<file path="src/rtl/ysyx_25020037_gpr_sb.sv">
// ysyx_25020037_gpr_sb: register file with per-register pending-write
// counters (RAW scoreboard) and same-cycle write-through bypass.
// Ports:
//   clk, rst          clock, async active-high reset
//   alloc_valid/rd    issue requests a pending write; alloc_ready accepts
//   wb_valid/rd/we    write-back retires one pending write, optional data
//   wb_data           write-back data
//   flush             clears every pending counter
//   rd_addr/rd_data   NRD packed read ports (combinational, bypassed)
//   rd_busy           per-port outstanding-write flag
//   pend_err          sticky: release seen with a zero counter
module ysyx_25020037_gpr_sb #(
   parameter int XLEN   = 32,
   parameter int NREG   = 16,
   parameter int AW     = $clog2(NREG),
   parameter int NRD    = 2,
   parameter int PEND_W = 2
) (
   input  logic              clk,
   input  logic              rst,
   input  logic              alloc_valid,
   input  logic [AW-1:0]     alloc_rd,
   output logic              alloc_ready,
   input  logic              wb_valid,
   input  logic [AW-1:0]     wb_rd,
   input  logic              wb_we,
   input  logic [XLEN-1:0]   wb_data,
   input  logic              flush,
   input  logic [NRD*AW-1:0] rd_addr,
   output logic [NRD*XLEN-1:0] rd_data,
   output logic [NRD-1:0]    rd_busy,
   output logic              pend_err
);

   localparam logic [PEND_W-1:0] CNT_MAX = '1;

   logic [XLEN-1:0]   regs    [NREG];
   logic [PEND_W-1:0] cnt     [NREG];
   logic [PEND_W-1:0] cnt_nxt [NREG];

   logic wb_nz;
   logic wb_wr;
   logic rel;
   logic orphan;
   logic alloc_fire;

   assign wb_nz  = wb_valid && (wb_rd != '0);
   assign wb_wr  = wb_nz && wb_we;
   assign rel    = wb_nz && (cnt[wb_rd] != '0);
   assign orphan = wb_nz && (cnt[wb_rd] == '0);

   // A same-cycle release frees one slot, so a full counter
   // can still take an allocation when its own release lands.
   assign alloc_ready = !((alloc_rd != '0) &&
                          (cnt[alloc_rd] == CNT_MAX) &&
                          !(rel && (wb_rd == alloc_rd)));

   assign alloc_fire = alloc_valid && alloc_ready &&
                       (alloc_rd != '0);

   always_comb begin
      for (int r = 0; r < NREG; r++) begin
         cnt_nxt[r] = cnt[r];
         if (flush || (r == 0)) begin
            cnt_nxt[r] = '0;
         end else if (alloc_fire && (alloc_rd == AW'(r)) &&
                      !(rel && (wb_rd == AW'(r)))) begin
            cnt_nxt[r] = cnt[r] + PEND_W'(1);
         end else if (rel && (wb_rd == AW'(r)) &&
                      !(alloc_fire && (alloc_rd == AW'(r)))) begin
            cnt_nxt[r] = cnt[r] - PEND_W'(1);
         end
      end
   end

   always_ff @(posedge clk or posedge rst) begin
      if (rst) begin
         for (int r = 0; r < NREG; r++) begin
            regs[r] <= '0;
            cnt[r]  <= '0;
         end
         pend_err <= 1'b0;
      end else begin
         if (wb_wr) begin
            regs[wb_rd] <= wb_data;
         end
         for (int r = 0; r < NREG; r++) begin
            cnt[r] <= cnt_nxt[r];
         end
         if (orphan) begin
            pend_err <= 1'b1;
         end
      end
   end

   for (genvar i = 0; i < NRD; i++) begin : g_rd
      logic [AW-1:0] a;
      logic          hit;
      logic          own;

      assign a   = rd_addr[i*AW +: AW];
      assign hit = wb_wr && (wb_rd == a);
      // A final release this cycle already reads as not busy.
      assign own = rel && (wb_rd == a);

      assign rd_data[i*XLEN +: XLEN] =
         (a == '0) ? '0 :
         hit       ? wb_data :
                     regs[a];

      assign rd_busy[i] = (a != '0) &&
                          ((cnt[a] - PEND_W'(own)) != '0);
   end

endmodule

</file>
<file path="config.mk">
export PLATFORM = sky130hd
export DESIGN_NAME = ysyx_25020037_gpr_sb
export DESIGN_NICKNAME = d
export VERILOG_FILES = /design/src/rtl/ysyx_25020037_gpr_sb.sv
export SDC_FILE = /design/constraint.sdc
export NUM_CORES = 1
export LEC_CHECK = 0
export BUFFER_PORTS_ARGS = -buffer_cell sky130_fd_sc_hd__buf_4
export CAP_MARGIN = 20
export CORE_MARGIN = 1
export CORE_UTILIZATION = 63
export CTS_CLUSTER_SIZE = 12
export DETAILED_ROUTE_END_ITERATION = 12
export PLACE_DENSITY = 0.81
export SLEW_MARGIN = 5
export SYNTH_ARGS = -nofsm -noshare
export SYNTH_HDL_FRONTEND = slang
export SYNTH_SLANG_ARGS = --single-unit
</file>
<file path="constraint.sdc">
create_clock -name clk -period 19.7 [get_ports clk]
set_clock_uncertainty 0.05 [all_clocks]
set_input_delay 1.97 -clock clk [delete_from_list [all_inputs] [get_ports clk]]
set_output_delay 1.97 -clock clk [all_outputs]
set_load 0.1 [all_outputs]
</file>
### Word level (Yosys, flattened, before mapping)

Cells that the tools add are included.

| word-level totals | value |
|---|---|
| register bits | 543 |
| latch bits | 0 |
| RAM bits | 0 |
| ROM bits | 0 |
| input bits | 54 |
| output and inout bits | 68 |
| logic and storage cells | 310 |
| memories | 0 |

| cells by class | value |
|---|---|
| $add $sub $neg | 32 |
| multipliers | 0 |
| div/mod/pow operators | 0 |
| $lt $le $gt $ge | 5 |
| equal/unequal tests | 34 |
| shifts and indexed selects | 0 |
| muxes and demuxes | 70 |
| bitwise logic cells | 4 |
| reductions and logical operators | 133 |

Operator list:

| kind | number |
|---|---|
| $bwmux W512 | 1 |
| $mux W32 | 9 |
| $bmux W32 S4 | 2 |
| $demux W32 S4 | 1 |
| $mux W2 | 53 |
| $logic_and A1 B1 Y1 | 76 |
| $eq A4 B4 Y1 const B | 16 |
| $reduce_bool A3 Y1 | 15 |
| $bmux W2 S4 | 4 |
| $eq A4 B3 Y1 const B | 8 |
| $logic_not A1 Y1 | 32 |
| $add A2 B1 Y2 const B | 15 |
| $sub A2 B1 Y2 const B | 15 |
| $ge A5 B5 Y1 const B | 4 |
| $not A4 Y5 | 4 |
| $eq A4 B2 Y1 const B | 4 |
| $reduce_bool A4 Y1 | 4 |
| $eq A4 B4 Y1 | 3 |
| $eq A4 B1 Y1 const B | 2 |
| $logic_not A4 Y1 | 2 |
| $reduce_bool A2 Y1 | 3 |
| $lt A5 B1 Y1 const B | 1 |
| $sub A2 B1 Y2 | 2 |
| $eq A2 B2 Y1 const B | 1 |
| $logic_not A2 Y1 | 1 |

### Longest topological paths before layout

Gate-level depths: netlist (run 1).

| logic depth | value |
|---|---|
| depth after elaboration | 18 |
| depth in mapped cells | 11 |

### Worst setup path before layout (run 1)

No wires, ideal clock.

| timing path | value |
|---|---|
| path type | input -> output |
| start point | input port wb_rd[1] |
| end point | output port rd_data[32] |
| arrival | 5.012 ns |
| data required time | 17.680 ns |
| setup slack | 12.668 ns |
| cell stages on the path | 9 |
| path buffers | 4 |
| path through | buf_2 > buf_2 > xor2_1 > nor4_1 > and3_1 > clkbuf_1 > clkbuf_1 > nand2_1 > a21oi_1 |

| on the way | value |
|---|---|
| cells in the longest elaborated chain, start to end | 6 |
| elaborated cells on any way between the ends | 7 |

Ends and longest elaborated chain:

| element | RTL line | source |
|---|---|---|
| start: declaration | 25 | `input logic [AW-1:0] wb_rd,` |
| $reduce_bool A4 Y1 | 47 | `assign wb_nz = wb_valid && (wb_rd != '0);` |
| $logic_and A1 B1 Y1 | 47 |  |
| $logic_and A1 B1 Y1 | 48 | `assign wb_wr = wb_nz && wb_we;` |
| $logic_and A1 B1 Y1 * | 102 | `assign hit = wb_wr && (wb_rd == a);` |
| $mux W32 * | 108 | `hit ? wb_data :` |
| $mux W32 * | 107 | `(a == '0) ? '0 :` |
| end: declaration | 30 | `output logic [NRD*XLEN-1:0] rd_data,` |

Every way passes the cells marked *; elsewhere a longest branch is shown, timed or not.

### Worst setup path in the final report (run 1)

| timing path | value |
|---|---|
| start point | input port rd_addr[1] |
| end point | output port rd_data[9] |

| on the way | value |
|---|---|
| cells in the longest elaborated chain, start to end | 6 |
| elaborated cells on any way between the ends | 9 |

Ends and longest elaborated chain:

| element | RTL line | source |
|---|---|---|
| start: declaration | 29 | `input logic [NRD*AW-1:0] rd_addr,` |
| $not A4 Y5 (implied by the code) | 109 | `regs[a];` |
| $bmux W32 S4 | 109 |  |
| $mux W32 (implied by the code) (2 in a row) | 109 |  |
| $mux W32 | 108 |  |
| $mux W32 * | 107 |  |

Every way passes the cells marked *; elsewhere a longest branch is shown, timed or not. The select of a mux whose other input is x is not followed.

==> results of run 1 <==
-- final cells by class --
class                      instances  area, um^2
antenna                            1        2.50
timing repair buffer             158        1260
multi-input combinational       1347       16200
sequential                       543       13600
inverter                           4        22.5
tap                              615         769
clock buffer                      80        1630
fill                            3100       14200
clock inverter                    21         205
-- power breakdown --
group	internal (mW)	switching (mW)	total, mW	leakage (nW)
logic	0.443	0.518	0.961	6.17
clock network	0.605	0.461	1.07	0.914
registers	1.31	0.148	1.46	7.01
-- sequential cells by signal, summed over array words and instances (netlist names) --
register	flops
cnt	30
pend_err	1
regs	512
-- layer usage --
metal  vias up  share of wire  wire, um  global-route usage
met4         0          0.040      3380               0.137
met5         -              0         0                   0
met3       249          0.087      7320              0.0618
met2      1171           0.49     40800               0.559
li1       8180              -         -                   -
met1     10958           0.39     32500               0.487
-- cell usage after synthesis, types with 4 or more instances --
cell type / number
dfrtp_1: 543
mux2_2: 485
mux4_2: 342
nand2_1: 162
clkbuf_1: 155
a21oi_1: 77
buf_2: 50
nor2_1: 35
buf_1: 29
o211ai_1: 26
o21ai_0: 25
nand3_1: 23
xor2_1: 23
mux2i_1: 12
nor2b_1: 11
or2_2: 9
nand4_1: 8
a211o_1: 7
and4_1: 7
o21ai_1: 7
a31oi_1: 6
and3_1: 6
o2111ai_1: 6
nor3_1: 5
a2111o_1: 4
a21boi_0: 4
a22o_1: 4
and2_1: 4
buf_6: 4
inv_1: 4
nand2b_1: 4
nor4_1: 4
o41ai_1: 4
-- final timing paths --
| path | endpoint | cells after the start |
|---|---|---|
| worst max-delay path | rd_data[9] | 8 |
| worst min-delay path | regs[483] | 0 |
| worst max register to register | cnt[5] | 7 |
| worst min register to register | regs[483] | 0 |
| max in group asynchronous | regs[469] | 4 |
| min in group asynchronous | regs[102] | 2 |
-- kinds of logic after synthesis --
kind of cell	synth area share
AO/OA/AOI/OAI	0.0392
XOR/XNOR	0.00657
buffers and inverters	0.0331
flip-flops	0.443
multiplexers	0.434
AND/OR/NAND/NOR	0.0445
==> qor.yml, run 1 <==
sta:
  rsz0062_at_grt: "no"
  worst_pin_slew_ns: 1.15
  fmax_mhz: 131
  slew_headroom: 0.230
  fin_setup_tns_ns: 0
  fin_ws_ns: 12.09
  finalSetupViolations: 0
  min_period_ns: 7.61
  drv_slew: 0
  period_share: 0.386
  final_hold_viol_count: 0
  hold_slack_ns: 0.347
logic_synthesis:
  yosysTopAreaCell: "dfrtp_1"
  synth_edf_count: 0
  synth.distinct_cells: 59
  async_flop_share: 1.00
  synthCells: 2134
  ys_seq_area_frac: 0.443
  yosys_warnings: 0
  synth-seq-cells: 543
  syn-num-nets: 2188
  synth_top_area_share: 0.443
  syn_avg_cell_area_um2: 14.4
  ys.flop_type: "dfrtp_1"
  netlist_area_um2: 30700
  yosys-top-cells-area: "dfrtp_1, mux4_2, mux2_2, nand2_1, clkbuf_1"
setup_path:
  end_kind: "primary output"
  crit_required_ns: 17.68
  reg2reg_slack_ns: 16.50
  reg2reg_from: "cnt[4]"
  worst-path-buf-inv: 4
  path_class: "input pin to primary output"
  cp_top_family: "buffers and inverters"
  crit_top_cell: "buf_4"
  cp_cell_sequence: "buf_6 > buf_4 > buf_4 > mux4_2 > mux4_2 > nand2_1 > a21oi_1 > buf_4"
  cp-start-kind: "input pin"
  cp_slowest_stage_delay_ns: 0.84
  cp_slowest_cell: "buf_4"
  path_max_fanout: 57
  critPathLaunch: "rd_addr[1]"
  crit_arrival_ns: 5.59
cts:
  cts_resized: 0
  htree_levels: 2
  clk_pin_slew_worst_paths_ns: 0.06
  cts_num_sinks: 543
  clk_latency_ns: 0.63
  cts_made_buffers: 58
  max-clock-path-buffers: 3
  cts_hold_buf: 0
  post-cts-setup-buffer-count: 0
  cts_tree: "built"
  root_buffer: "clkbuf_16"
layout:
  final_common_cell: "dfrtp_1"
  area_delta_synth_final_pct: 9.78
  layout-drive-gt1-share: 0.518
  finalInstanceArea_um2: 33700
  fin_cells: 2769
  post-route-util: 0.704
  final_cell_mix: "dfrtp_1, mux2_2, mux4_2"
  nets: 2166
global_route:
  grt-ovfl-total: 0
  grt_pass1_wl_mm: 131
  grt_pass1_vias: 21480
  antenna_found_initial: 0
  grt_usage: 0.350
  grt_start_max_net_pins: 150
power:
  finalPower_mw: 3.49
  vdd_ir_drop_max_v: 0.0000925
  p_per_area_nw_per_um2: 103
  leakage_nw: 14.1
place:
  hpwl_mm: 48.3
  place_congestion: 0.941
  placed_cell_area_um2: 31800
  dp_cells: 2665
  pre_cts_slack_ns: 12.13
  port_buffers: 121
floorplanning:
  start_util: 0.641
  dieWidth_um: 223
  rows: 80
  coreArea_um2: 47800
  ios: 122
  dieArea_um2: 49600
  die_y_um: 223
route:
  dr.pass1.iters: 6
  ant_nets: 0
  totalWireLength_mm: 84.0
  route.detailed.drc: 0
  wire_per_inst_um: 30.3
  vias: 20558
  drt_iter0_markers: 2177
  vias_per_cell: 7.42
worst_hold_path:
  hp-start: "regs[483]"
  hp-class: "flop to flop"
flow_run:
  maxCapViolCount: 0
run_status:
  status: "completed"
No activity file was read; power rests on OpenSTA's default activity.
==> run 2: changes to the inputs <==
clock period = 8 ns   (was 19.7 ns; I/O delays follow)
==> run 2 against run 1 <==
  * Worst hold slack got worse by 0.019 ns
  * Critical path type unchanged
  * Global-route usage is 0.12 points lower
  * Largest cell class unchanged
  * Sequential share of layout area decreased by 0.070 points
==> qor.yml, run 2 (synthesized netlist as in run 1, its figures left out) <==
run_status:
  status: "completed"
cts:
  cts_hold_buf: 0
  root_buffer: "clkbuf_16"
  cts_made_buffers: 57
  post-cts-setup-buffer-count: 0
  htree_levels: 2
  cts_num_sinks: 543
  cts_resized: 0
  clk_pin_slew_worst_paths_ns: 0.06
  clk_latency_ns: 0.63
  cts_tree: "built"
  max-clock-path-buffers: 3
layout:
  top_register: "regs"
  post-route-util: 0.705
  reg_top3: "regs x512, cnt x30, pend_err x1"
  area_delta_synth_final_pct: 9.98
  final_common_cell: "dfrtp_1"
  layout-drive-gt1-share: 0.517
  fin_cells: 2765
  nets: 2164
  largest_reg_flops: 512
  diodes: 0
  final_cell_mix: "dfrtp_1, mux2_2, mux4_2"
  nFillCells: 3075
  finalInstanceArea_um2: 33700
power:
  p_int_mw: 5.91
  vdd_ir_drop_max_v: 0.000221
  leakage_nw: 14.1
  p_comb_frac: 0.273
  power.switching_mw: 2.75
  p_per_area_nw_per_um2: 257
  clockPowerShare: 0.313
  finalPower_mw: 8.67
  p_sw_frac: 0.317
  p_seq_frac: 0.414
floorplanning:
  ios: 122
  dieWidth_um: 223
  start_util: 0.641
  dieArea_um2: 49600
  rows: 80
  die_y_um: 223
  coreArea_um2: 47800
sta:
  fmax_mhz: 192
  fin_setup_tns_ns: 0
  rsz0062_at_grt: "no"
  period_share: 0.649
  drv_slew: 0
  hold_slack_ns: 0.328
  min_period_ns: 5.20
  worst_pin_slew_ns: 1.10
  slew_headroom: 0.267
  final_hold_viol_count: 0
  finalSetupViolations: 0
  fin_ws_ns: 2.80
route:
  vias: 20306
  wire_per_inst_um: 30.3
  ant_nets: 0
  totalWireLength_mm: 83.7
  route.detailed.drc: 0
  dr.pass1.iters: 6
  drt_iter0_markers: 2185
  vias_per_cell: 7.34
setup_path:
  crit_required_ns: 7.15
  cp-start-kind: "input pin"
  path_class: "input pin to primary output"
  path_max_fanout: 55
  crit_arrival_ns: 4.35
  end_kind: "primary output"
place:
  dp_cells: 2665
  placed_cell_area_um2: 31800
  port_buffers: 121
  pre_cts_slack_ns: 2.82
  place_congestion: 0.931
  hpwl_mm: 47.5
global_route:
  grt_pass1_vias: 21222
  antenna_found_initial: 1
  grt-ovfl-total: 0
  grt_pass1_wl_mm: 130
  grt_start_max_net_pins: 148
  grt_usage: 0.349
worst_hold_path:
  hp-class: "input pin to asynchronous set/reset pin"
flow_run:
  maxCapViolCount: 0
[run 2: cell count changes in the layout (fill, tap and decap cells not counted), sizes merged]
| cell | previous run | this run |
|---|---|---|
| diode | 1 | 0 |
| clkbuf | 83 | 88 |
| bufinv | 2 | 4 |
| inv | 6 | 4 |
| clkinv | 16 | 8 |
[run 2: final timing paths]
path	slack (ns)	depth (start not counted)	endpoint	from
worst max-delay path	2.80	8	rd_data[41]	rd_addr[5]
worst min-delay path	0.33	3	regs[263]	rst
worst max register to register	4.88	7	cnt[5]	cnt[4]
worst min register to register	0.35	0	regs[490]	regs[490]
max in group asynchronous	6.18	4	regs[380]	rst
min in group clk	0.35	0	regs[490]	regs[490]
[run 2: cell type report]
| type | count | area [um^2] | share of cell area |
|---|---|---|---|
| inverters | 4 | 18.8 | 0.000556 |
| clock inverters | 13 | 194 | 0.00575 |
| well taps | 615 | 769 | 0.0228 |
| repair buffers | 157 | 1240 | 0.0369 |
| clock buffers | 86 | 1720 | 0.0509 |
| flip-flops and latches | 543 | 13600 | 0.403 |
| multi-input cells | 1347 | 16200 | 0.480 |
[run 2: critical path, cell delays in order]
cell     delay, ns
buf_6         0.32
buf_4         0.79
buf_4         0.84
mux4_2        0.59
mux4_2        0.49
nand2_1       0.09
a21oi_1       0.09
buf_4         0.26
[run 2: routing by layer]
metal	part of all wire	track usage	up-vias
met5	0	0	-
met4	0.037	0.130	0
met3	0.092	0.0803	235
met2	0.49	0.551	1175
met1	0.38	0.480	10725
li1	-	-	8171
[run 2: power groups by stage]
stage,logic (mW),registers (mW),clock network [mW]
2_1_floorplan,1.93,3.49,0
5_1_grt,2.48,3.64,2.84
4_1_cts,2.37,3.57,2.74
3_3_place_gp,2.30,3.56,0
3_5_place_dp,2.35,3.62,0
6_report,2.36,3.59,2.71
